<file path="src/rtl/tsc_phase_scheduler_if.sv">
// Sensor/lamp-side bundle of the intersection phase scheduler.
// Preemption signals exist only when TSC_PREEMPT_EN is defined.
interface tsc_phase_scheduler_if #(
    parameter int N_APPR = 4
);
    localparam int IW = $clog2(N_APPR);

    logic                  tick;
    logic [N_APPR-1:0]     req;
    logic [2*N_APPR-1:0]   lights;
    logic [IW-1:0]         active_idx;
    logic                  phase_start;
`ifdef TSC_PREEMPT_EN
    logic                  preempt;
    logic [IW-1:0]         preempt_idx;

    modport master (
        output tick, req, preempt, preempt_idx,
        input  lights, active_idx, phase_start
    );
    modport slave (
        input  tick, req, preempt, preempt_idx,
        output lights, active_idx, phase_start
    );
`else
    modport master (
        output tick, req,
        input  lights, active_idx, phase_start
    );
    modport slave (
        input  tick, req,
        output lights, active_idx, phase_start
    );
`endif
endinterface

</file>
<file path="src/rtl/tsc_phase_scheduler.sv">
// Round-robin green arbitration with min/max green, yellow and all-red sequencing.
// Optional emergency preemption is compiled in with TSC_PREEMPT_EN.
module tsc_phase_scheduler #(
    parameter int N_APPR    = 4,
    parameter int MIN_GREEN = 8,
    parameter int MAX_GREEN = 30,
    parameter int YELLOW    = 4,
    parameter int ALL_RED   = 2
) (
    input  logic                 clk,
    input  logic                 rst_n,
    tsc_phase_scheduler_if.slave bus
);
    localparam int IW   = $clog2(N_APPR);
    // One shared interval counter, sized for the longest interval it must hold.
    localparam int CMAX = (MAX_GREEN > YELLOW)
                        ? ((MAX_GREEN > ALL_RED) ? MAX_GREEN : ALL_RED)
                        : ((YELLOW > ALL_RED) ? YELLOW : ALL_RED);
    localparam int CW   = $clog2(CMAX + 1);

    localparam logic [1:0] ST_IDLE   = 2'd0;
    localparam logic [1:0] ST_GREEN  = 2'd1;
    localparam logic [1:0] ST_YELLOW = 2'd2;
    localparam logic [1:0] ST_CLEAR  = 2'd3;

    localparam logic [1:0] LAMP_GREEN  = 2'b00;
    localparam logic [1:0] LAMP_YELLOW = 2'b01;
    localparam logic [1:0] LAMP_RED    = 2'b10;

    if (N_APPR < 2 || N_APPR > 8 || MIN_GREEN < 1 || MAX_GREEN <= MIN_GREEN ||
        YELLOW < 1 || ALL_RED < 1) begin : g_param_check
        $error("tsc_phase_scheduler: illegal parameter set");
    end

    logic [1:0]          state_q, state_d;
    logic [CW-1:0]       cnt_q, cnt_d, cnt_adv, cnt_lim;
    logic [IW-1:0]       ptr_q, ptr_d, active_q, active_d;
    logic [N_APPR-1:0]   req_q, active_mask;
    logic [2*N_APPR-1:0] lights_q, lights_d;
    logic                phase_start_q, phase_start_d;

    logic [IW-1:0]       rr_winner, winner, winner_next;
    logic [IW:0]         rr_cand;
    logic                rr_found, win_found;
    logic                others_pending, own_req, exit_rr, green_exit;

    function automatic logic [2*N_APPR-1:0] lamp_map(input logic [1:0] st,
                                                     input logic [IW-1:0] idx);
        lamp_map = {N_APPR{LAMP_RED}};
        for (int i = 0; i < N_APPR; i++) begin
            if (IW'(i) == idx) begin
                if (st == ST_GREEN)       lamp_map[2*i +: 2] = LAMP_GREEN;
                else if (st == ST_YELLOW) lamp_map[2*i +: 2] = LAMP_YELLOW;
            end
        end
    endfunction

    // First set request scanning upward from the pointer, modulo N_APPR.
    always_comb begin
        // NOTE: every combinational output gets a default first so no latch is inferred.
        rr_found  = 1'b0;
        rr_winner = ptr_q;
        rr_cand   = '0;
        for (int i = 0; i < N_APPR; i++) begin
            rr_cand = {1'b0, ptr_q} + (IW+1)'(i);
            if (rr_cand >= (IW+1)'(N_APPR)) rr_cand = rr_cand - (IW+1)'(N_APPR);
            if (!rr_found && req_q[rr_cand[IW-1:0]]) begin
                rr_found  = 1'b1;
                rr_winner = rr_cand[IW-1:0];
            end
        end
    end

    assign active_mask    = {{(N_APPR-1){1'b0}}, 1'b1} << active_q;
    assign others_pending = |(req_q & ~active_mask);
    assign own_req        = |(req_q & active_mask);

    always_comb begin
        case (state_q)
            ST_GREEN:  cnt_lim = CW'(MAX_GREEN);
            ST_YELLOW: cnt_lim = CW'(YELLOW);
            ST_CLEAR:  cnt_lim = CW'(ALL_RED);
            default:   cnt_lim = '0;
        endcase
    end

    // Count including the current tick, so an interval of K ticks occupies exactly K tick-cycles.
    assign cnt_adv = (bus.tick && cnt_q < cnt_lim) ? cnt_q + CW'(1) : cnt_q;

    assign exit_rr = others_pending && (cnt_adv >= CW'(MIN_GREEN)) &&
                     (!own_req || cnt_adv >= CW'(MAX_GREEN));

`ifdef TSC_PREEMPT_EN
    assign winner     = bus.preempt ? bus.preempt_idx : rr_winner;
    assign win_found  = bus.preempt | rr_found;
    assign green_exit = bus.preempt ? (bus.preempt_idx != active_q) : exit_rr;
`else
    assign winner     = rr_winner;
    assign win_found  = rr_found;
    assign green_exit = exit_rr;
`endif

    assign winner_next = (winner == IW'(N_APPR - 1)) ? '0 : winner + IW'(1);

    always_comb begin
        state_d       = state_q;
        cnt_d         = cnt_adv;
        active_d      = active_q;
        ptr_d         = ptr_q;
        phase_start_d = 1'b0;
        case (state_q)
            ST_IDLE: begin
                cnt_d = '0;
                if (win_found) begin
                    state_d       = ST_GREEN;
                    active_d      = winner;
                    ptr_d         = winner_next;
                    phase_start_d = 1'b1;
                end
            end
            ST_GREEN: begin
                if (green_exit) begin
                    state_d = ST_YELLOW;
                    cnt_d   = '0;
                end
            end
            ST_YELLOW: begin
                if (cnt_adv >= CW'(YELLOW)) begin
                    state_d = ST_CLEAR;
                    cnt_d   = '0;
                end
            end
            default: begin
                if (cnt_adv >= CW'(ALL_RED)) begin
                    cnt_d = '0;
                    if (win_found) begin
                        state_d       = ST_GREEN;
                        active_d      = winner;
                        ptr_d         = winner_next;
                        phase_start_d = 1'b1;
                    end else begin
                        state_d = ST_IDLE;
                    end
                end
            end
        endcase
        lights_d = lamp_map(state_d, active_d);
    end

    always_ff @(posedge clk or negedge rst_n) begin
        if (!rst_n) begin
            state_q       <= ST_IDLE;
            cnt_q         <= '0;
            ptr_q         <= '0;
            active_q      <= '0;
            req_q         <= '0;
            lights_q      <= {N_APPR{LAMP_RED}};
            phase_start_q <= 1'b0;
        end else begin
            // NOTE: sequential state uses non-blocking assignments so all registers update together.
            state_q       <= state_d;
            cnt_q         <= cnt_d;
            ptr_q         <= ptr_d;
            active_q      <= active_d;
            req_q         <= bus.req;
            lights_q      <= lights_d;
            phase_start_q <= phase_start_d;
        end
    end

    assign bus.lights      = lights_q;
    assign bus.active_idx  = active_q;
    assign bus.phase_start = phase_start_q;
endmodule

</file>
<file path="src/flat_wrapper.sv">
// flat-port wrapper written by rule: the top's interface ports become plain ports
module tsc_phase_scheduler_flat 
#(
    parameter int N_APPR    = 4,
    parameter int MIN_GREEN = 8,
    parameter int MAX_GREEN = 30,
    parameter int YELLOW    = 4,
    parameter int ALL_RED   = 2
)
  (clk, rst_n, bus_tick, bus_req, bus_lights, bus_active_idx, bus_phase_start);
  tsc_phase_scheduler_if #(.N_APPR(N_APPR)) bus_i ();
  input  logic clk;
  input  logic rst_n;
  input wire logic [$bits(bus_i.tick)-1:0] bus_tick;
  input wire logic [$bits(bus_i.req)-1:0] bus_req;
  output wire logic [$bits(bus_i.lights)-1:0] bus_lights;
  output wire logic [$bits(bus_i.active_idx)-1:0] bus_active_idx;
  output wire logic [$bits(bus_i.phase_start)-1:0] bus_phase_start;
  assign bus_i.tick = bus_tick;
  assign bus_i.req = bus_req;
  assign bus_lights = bus_i.lights;
  assign bus_active_idx = bus_i.active_idx;
  assign bus_phase_start = bus_i.phase_start;
  tsc_phase_scheduler #(.N_APPR(N_APPR), .MIN_GREEN(MIN_GREEN), .MAX_GREEN(MAX_GREEN), .YELLOW(YELLOW), .ALL_RED(ALL_RED)) u_core (.clk(clk), .rst_n(rst_n), .bus(bus_i));
endmodule
</file>
<file path="config.mk">
export PLATFORM = sky130hd
export DESIGN_NAME = tsc_phase_scheduler_flat
export DESIGN_NICKNAME = d
export VERILOG_FILES = /design/src/rtl/tsc_phase_scheduler_if.sv /design/src/rtl/tsc_phase_scheduler.sv /design/src/flat_wrapper.sv
export SDC_FILE = /design/constraint.sdc
export NUM_CORES = 1
export LEC_CHECK = 0
export CAP_MARGIN = 20
export CORE_UTILIZATION = 45
export DETAILED_ROUTE_END_ITERATION = 6
export GPL_TIMING_DRIVEN = 0
export PLACE_DENSITY_LB_ADDON = 0.2
export SYNTH_ARGS = -nofsm -noshare
export SYNTH_HDL_FRONTEND = slang
export SYNTH_SLANG_ARGS = --single-unit
</file>
<file path="constraint.sdc">
create_clock -name clk -period 4.15 [get_ports clk]
set_input_delay 1.245 -clock clk [delete_from_list [all_inputs] [get_ports clk]]
set_output_delay 1.245 -clock clk [all_outputs]
set_load 0.03 [all_outputs]
</file>
* After elaboration in Yosys (flattened, before gate mapping)
Cells that the tools add are included.
Operators by class: $add $sub $neg 9, magnitude comparators 13, equal/unequal tests 9, shifts and indexed selects 1, mux-type cells 48, bitwise gates (word level) 4, reduce and logical (&&, ||, !) cells 18
Operator list (count):
- 2-to-1 mux 2 bit | 23
- case mux 5 bit (3 select lines) | 2
- 2-to-1 mux 5 bit | 4
- < comparator 2 x 3 -> 1 bit, second input constant | 4
- 2-to-1 mux 1 bit | 11
- >= comparator 3 bit, second input constant | 3
- AND 4 bit | 2
- binary-select mux 1 bit (select 2 bit) | 4
- == test 2 bit, second input constant | 4
- case mux 2 bit (2 select lines) | 2
- OR reduction 4 bit | 2
- subtractor 2 x 1 -> 2 bit, second input constant | 4
- adder 2 x 2 -> 3 bit, second input constant | 2
- logical AND 1 bit | 6
- case mux 2 bit (3 select lines) | 1
- adder 5 x 1 -> 5 bit, second input constant | 1
- >= comparator 5 x 2 -> 1 bit, second input constant | 1
- >= comparator 5 x 3 -> 1 bit, second input constant | 1
- >= comparator 5 x 4 -> 1 bit, second input constant | 1
- >= comparator 5 bit, second input constant | 1
- < comparator 5 bit | 1
- == test 2 x 1 -> 1 bit, second input constant | 2
- == test 2 bit, first input constant | 2
- logical NOT 1 bit | 4
- 13 further kinds | 14
Word-level totals: flip-flop bits (word level) 24, bits of input ports 7

* Depth between registers and ports, before layout
word-level depth 21, depth in mapped cells 14, gate-level depth less buffers 14

* Least setup slack after synthesis
OpenSTA, ideal clock, no wires.
path kind input to register, start point input port bus_tick, end point register u_core.lights_q[1], in the netlist u_core.bus.lights[1], arrival 3396 ps, data required time 4062 ps, path slack 666 ps, stages on the path 9, cell sequence nor2b_1 o211ai_2 o21ai_0 and2_1 a2bb2oi_1 nand2b_1 o32a_1 ha_1 or3_1
Between the ends: word-level cells in the longest chain between the ends 11, elaborated cells on any way between the ends 21, those cells by class 4 x order compare; 2 x eq/ne; 10 x mux; 5 x reduce/logical
Ends and longest elaborated chain:
- start: declaration | line flat_wrapper.sv:14 | input wire logic [$bits(bus_i.tick)-1:0] bus_tick;
- logical AND 1 bit (*) | line tsc_phase_scheduler.sv:88 | assign cnt_adv = (bus.tick && cnt_q < cnt_lim) ? cnt_q + CW'(1) : cnt_q;
- 2-to-1 mux 5 bit (*) | line tsc_phase_scheduler.sv:88
- >= comparator 5 x 4 -> 1 bit / >= comparator 5 bit (equally long branches) | line tsc_phase_scheduler.sv:90, tsc_phase_scheduler.sv:91
- logical AND 1 bit / logical OR 1 bit (equally long branches) | line tsc_phase_scheduler.sv:90, tsc_phase_scheduler.sv:91
- logical AND 1 bit | line tsc_phase_scheduler.sv:90 | assign exit_rr = others_pending && (cnt_adv >= CW'(MIN_GREEN)) &&
- 2-to-1 mux 2 bit | line tsc_phase_scheduler.sv:122 | if (green_exit) begin
- case mux 2 bit (3 select lines) | line tsc_phase_scheduler.sv:111 | case (state_q)
- == test 2 bit | line tsc_phase_scheduler.sv:53 | else if (st == ST_YELLOW) lamp_map[2*i +: 2] = LAMP_YELLOW;
- 2-to-1 mux 2 bit | line tsc_phase_scheduler.sv:53
- 2-to-1 mux 2 bit | line tsc_phase_scheduler.sv:52 | if (st == ST_GREEN) lamp_map[2*i +: 2] = LAMP_GREEN;
- 2-to-1 mux 2 bit (*) | line tsc_phase_scheduler.sv:51 | if (IW'(i) == idx) begin
- via u_core.lights_d[1] | line tsc_phase_scheduler.sv:39 | logic [2*N_APPR-1:0] lights_q, lights_d;
- end signal: assignment | line tsc_phase_scheduler.sv:157 | lights_q <= {N_APPR{LAMP_RED}};
- end signal: assignment | line tsc_phase_scheduler.sv:166 | lights_q <= lights_d;
- end: declaration | line tsc_phase_scheduler.sv:39
Mark *: on every way through the listed nets, which the timed path passes. The rest lies on a longest branch. A chain may end at the register's enable or synchronous reset.

* Worst setup path after layout
start point input port bus_tick, end point register u_core.lights_q[5], in the netlist u_core.bus.lights[5]
The elaborated chain is that of the path after synthesis.

==> qor.csv <==
stage;metric;value;unit
placement;numPortBuffers;17;
global_route;overflow;0;
detailed_routing;ant_nets;0;
detailed_routing;wl_per_cell;14.9;um
cts;numCtsBuffers;3;
cts;postCtsHoldBufs;0;
detailed_routing;vias;1166;
sta;fmax;259;MHz
worst_setup_path;cp_max_fo;8;
cts;cts_root_buf;clkbuf_4;
floorplan;dieArea;0.00346;mm2
cts;cts_resized;0;
final_layout;drive_gt1_frac;0.147;
sta;rsz0062_at_grt;no;
yosys;ys_types;52;
final_layout;stdcell_area;0.00175;mm2
floorplan;die_width;58.8;um
detailed_routing;drc;0;
global_route;track_usage;0.190;
floorplan;die-height;58.8;um
worst_setup_path;path_delay_family;simple AND/OR/NAND/NOR gates;
global_route;grt_pass1_vias;1165;
final_layout;antenna_cells;0;
worst_setup_path;crit_path_top_delay_cell;clkdlybuf4s50_1;
yosys;ys_warn_count;0;
worst_setup_path;critical_path_class;in -> reg;
placement;place_congestion;0.861;
global_route;grt_max_degree;25;
sta;maxSlewViolCount;0;
cts;clock-sinks;24;
placement;hpwlAfterDp;2340;um
job;max_cap_viol_count;0;
power_and_ir_drop;irDropWorstVdd;383;uV
floorplan;pin_count;18;
floorplan;core-area;0.00305;mm2
sta;period_needed;3870;ps
worst_setup_path;end_kind;flip-flop;
worst_setup_path;slowest_delay;440;ps
cts;clk_latency;310;ps
cts;post_cts_buffers;0;
cts;clk_pin_slew_worst_paths;130;ps
sta;slew_headroom;0.582;
sta;report.final.hold_viol_count;0;
power_and_ir_drop;total_power;0.00131;W
yosys;synth_edf_count;0;
yosys;syn_inst;141;
global_route;grt_pass1_wl;5090;um
sta;setup_viol;0;
floorplan;start_util;0.476;
worst_setup_path;crit_chain;clkdlybuf4s50_1 > nor2b_1 > o211ai_2 > o21ai_1 > and2_1 > a2bb2oi_1 > nand2b_1 > o32a_1 > ha_1 > or3_1;
detailed_routing;viasPerCell;5.63;
cts;cts_max_level;1;
power_and_ir_drop;powerDensity;748;mW/mm2
yosys;synth_area;0.00145;mm2
sta;skew;1.28;ps
yosys;synth_area_per_cell;10.3;um2
final_layout;syn_to_final_growth;20.2;%
global_route;antenna_found_initial;0;
floorplan;row_count;20;
cts;cts_buffer_depth;2;
yosys;ys_seq_area_frac;0.417;
sta;min_period_over_period;0.932;
yosys;synthFlopType;dfrtp_1;
final_layout;nNetsFinal;181;
worst_setup_path;required;4400;ps
worst_setup_path;cp_data_arrival_time;4120;ps
detailed_routing;routed_wl;3090;um
cts;cts_tree;built;
yosys;syn_nets;158;
detailed_routing;drt_pre_antenna_iters;4;
placement;place_area;0.00168;mm2
worst_setup_path;path_buf_inv;1;
yosys;synth-seq-cells;24;
worst_setup_path;critPathLaunchType;primary input;
worst_hold_path;hp-class;reg -> reg;
yosys;async_reset_ff_frac;1.00;
sta;worst_pin_slew;621;ps
power_and_ir_drop;p_leak;0.736;nW
detailed_routing;drt_iter0_markers;32;
status;outcome;completed;
power by group:
part	internal, W	total, W	leakage (nW)	switching, W
clock	0.0000976	0.000168	0.0279	0.0000700
sequential	0.000312	0.000380	0.299	0.0000671
combinational	0.000331	0.000759	0.410	0.000428
total	0.000741	0.00131	0.736	0.000565
synthesized netlist by cell type (all sizes together) (2+ instances only):
library cell | n | area [um2]
a31oi | 2 | 12.5
nor2 | 6 | 22.5
a2bb2oi | 3 | 26.3
nand2 | 4 | 15.0
or3 | 4 | 30.0
mux2i | 2 | 23.8
dfstp | 4 | 105
clkbuf | 2 | 7.51
nor3 | 7 | 35.0
or4 | 2 | 15.0
a21oi | 7 | 38.8
o21ai | 9 | 45.0
buf | 3 | 20.0
and3 | 3 | 18.8
ha | 10 | 125
inv | 11 | 41.3
o31ai | 2 | 15.0
o32ai | 2 | 17.5
xnor2 | 3 | 26.3
nand3b | 2 | 15.0
nand3 | 6 | 30.0
dfrtp | 20 | 500
o211ai | 4 | 45.1
cells in the final DEF, fill, tap and decap left out, drive strengths merged, types with 2 or more instances in the layout:
cell type and instances:
dfrtp 20, dfstp 4, a2bb2oi 3, nand3b 2, inv 11, ha 10, a31oi 2, or4 2
nor3 7, nor2 6, or3 4, and3 3, nand2 4, o21ai 9, xnor2 3, o211ai 4
nand3 6, o31ai 2, o32ai 2, mux2i 2, clkbuf 5, buf 4, clkdlybuf4s50 17, a21oi 7
flip-flops by register name (all words and copies together) (netlist names):
name and flops:
u_core.cnt_q 5, u_core.ptr_q 2, u_core.state_q 2, u_core.bus.lights 8
u_core.bus.phase_start 1, u_core.req_q 4, u_core.bus.active_idx 2
final cells by class:
cell class / instances / area [um2]
fill: 295 / 1310
multi-input combinational: 101 / 778
sequential: 24 / 606
timing repair buffer: 18 / 185
tap: 44 / 55.1
inverter: 11 / 41.3
clock inverter: 1 / 30.0
buffer: 5 / 27.5
clock buffer: 3 / 22.5
stage by stage:
step | setup WS (ps) | hold slack (ps) | setup TNS [ps] | cells | util
2_1_floorplan | 666 | 526 | 0 | 141 | -
3_3_place_gp | -31.6 | 557 | -53.4 | 202 | 0.550
3_5_place_dp | -176 | 570 | -350 | 202 | 0.550
4_1_cts | 180 | 620 | 0 | 206 | 0.567
5_1_grt | 125 | 672 | 0 | 207 | 0.572
6_report | 284 | 624 | 0 | 207 | 0.572
cells by family after synthesis:
kind of cell               Yosys count  share of synthesized area
and+or+nand+nor                     43                      0.177
AOI/OAI and AO/OA                   40                      0.208
muxes                                4                     0.0396
buffers and inverters               16                     0.0474
DFF                                 24                      0.417
xor gates and xnor gates             4                     0.0241
adders and majority gates           10                     0.0861
routing by layer:
metal,part of all wire,track usage,vias up
met5,0,0,-
met4,0,0.0204,0
met3,0.038,0.0418,0
met2,0.52,0.336,25
met1,0.45,0.245,565
li1,-,-,576
path summary, 6_finish.rpt:
check                                       startpoint                             end  slack [ps]  depth (start not counted)
setup / recovery                              bus_tick  u_core.bus.lights[5]$_DFF_PN1_         280                         10
hold / removal             u_core.ptr_q[0]$_DFFE_PN0P_     u_core.ptr_q[0]$_DFFE_PN0P_         620                          2
setup reg to reg           u_core.state_q[0]$_DFF_PN0_  u_core.bus.lights[5]$_DFF_PN1_         410                         13
hold reg to reg            u_core.ptr_q[0]$_DFFE_PN0P_     u_core.ptr_q[0]$_DFFE_PN0P_         620                          2
max in group asynchronous                        rst_n  u_core.bus.lights[7]$_DFF_PN1_        2370                          2
min in group asynchronous                        rst_n       u_core.cnt_q[3]$_DFF_PN0_        1230                          1
worst min-delay path, delay by kind of cell, from the launching register on:
family           cells  cell delay (ps)
AND/OR/NAND/NOR      1               70
AO/OA/AOI/OAI        1               70
flip-flops           1              450
Note: power is estimated with default switching activity, not from simulation.
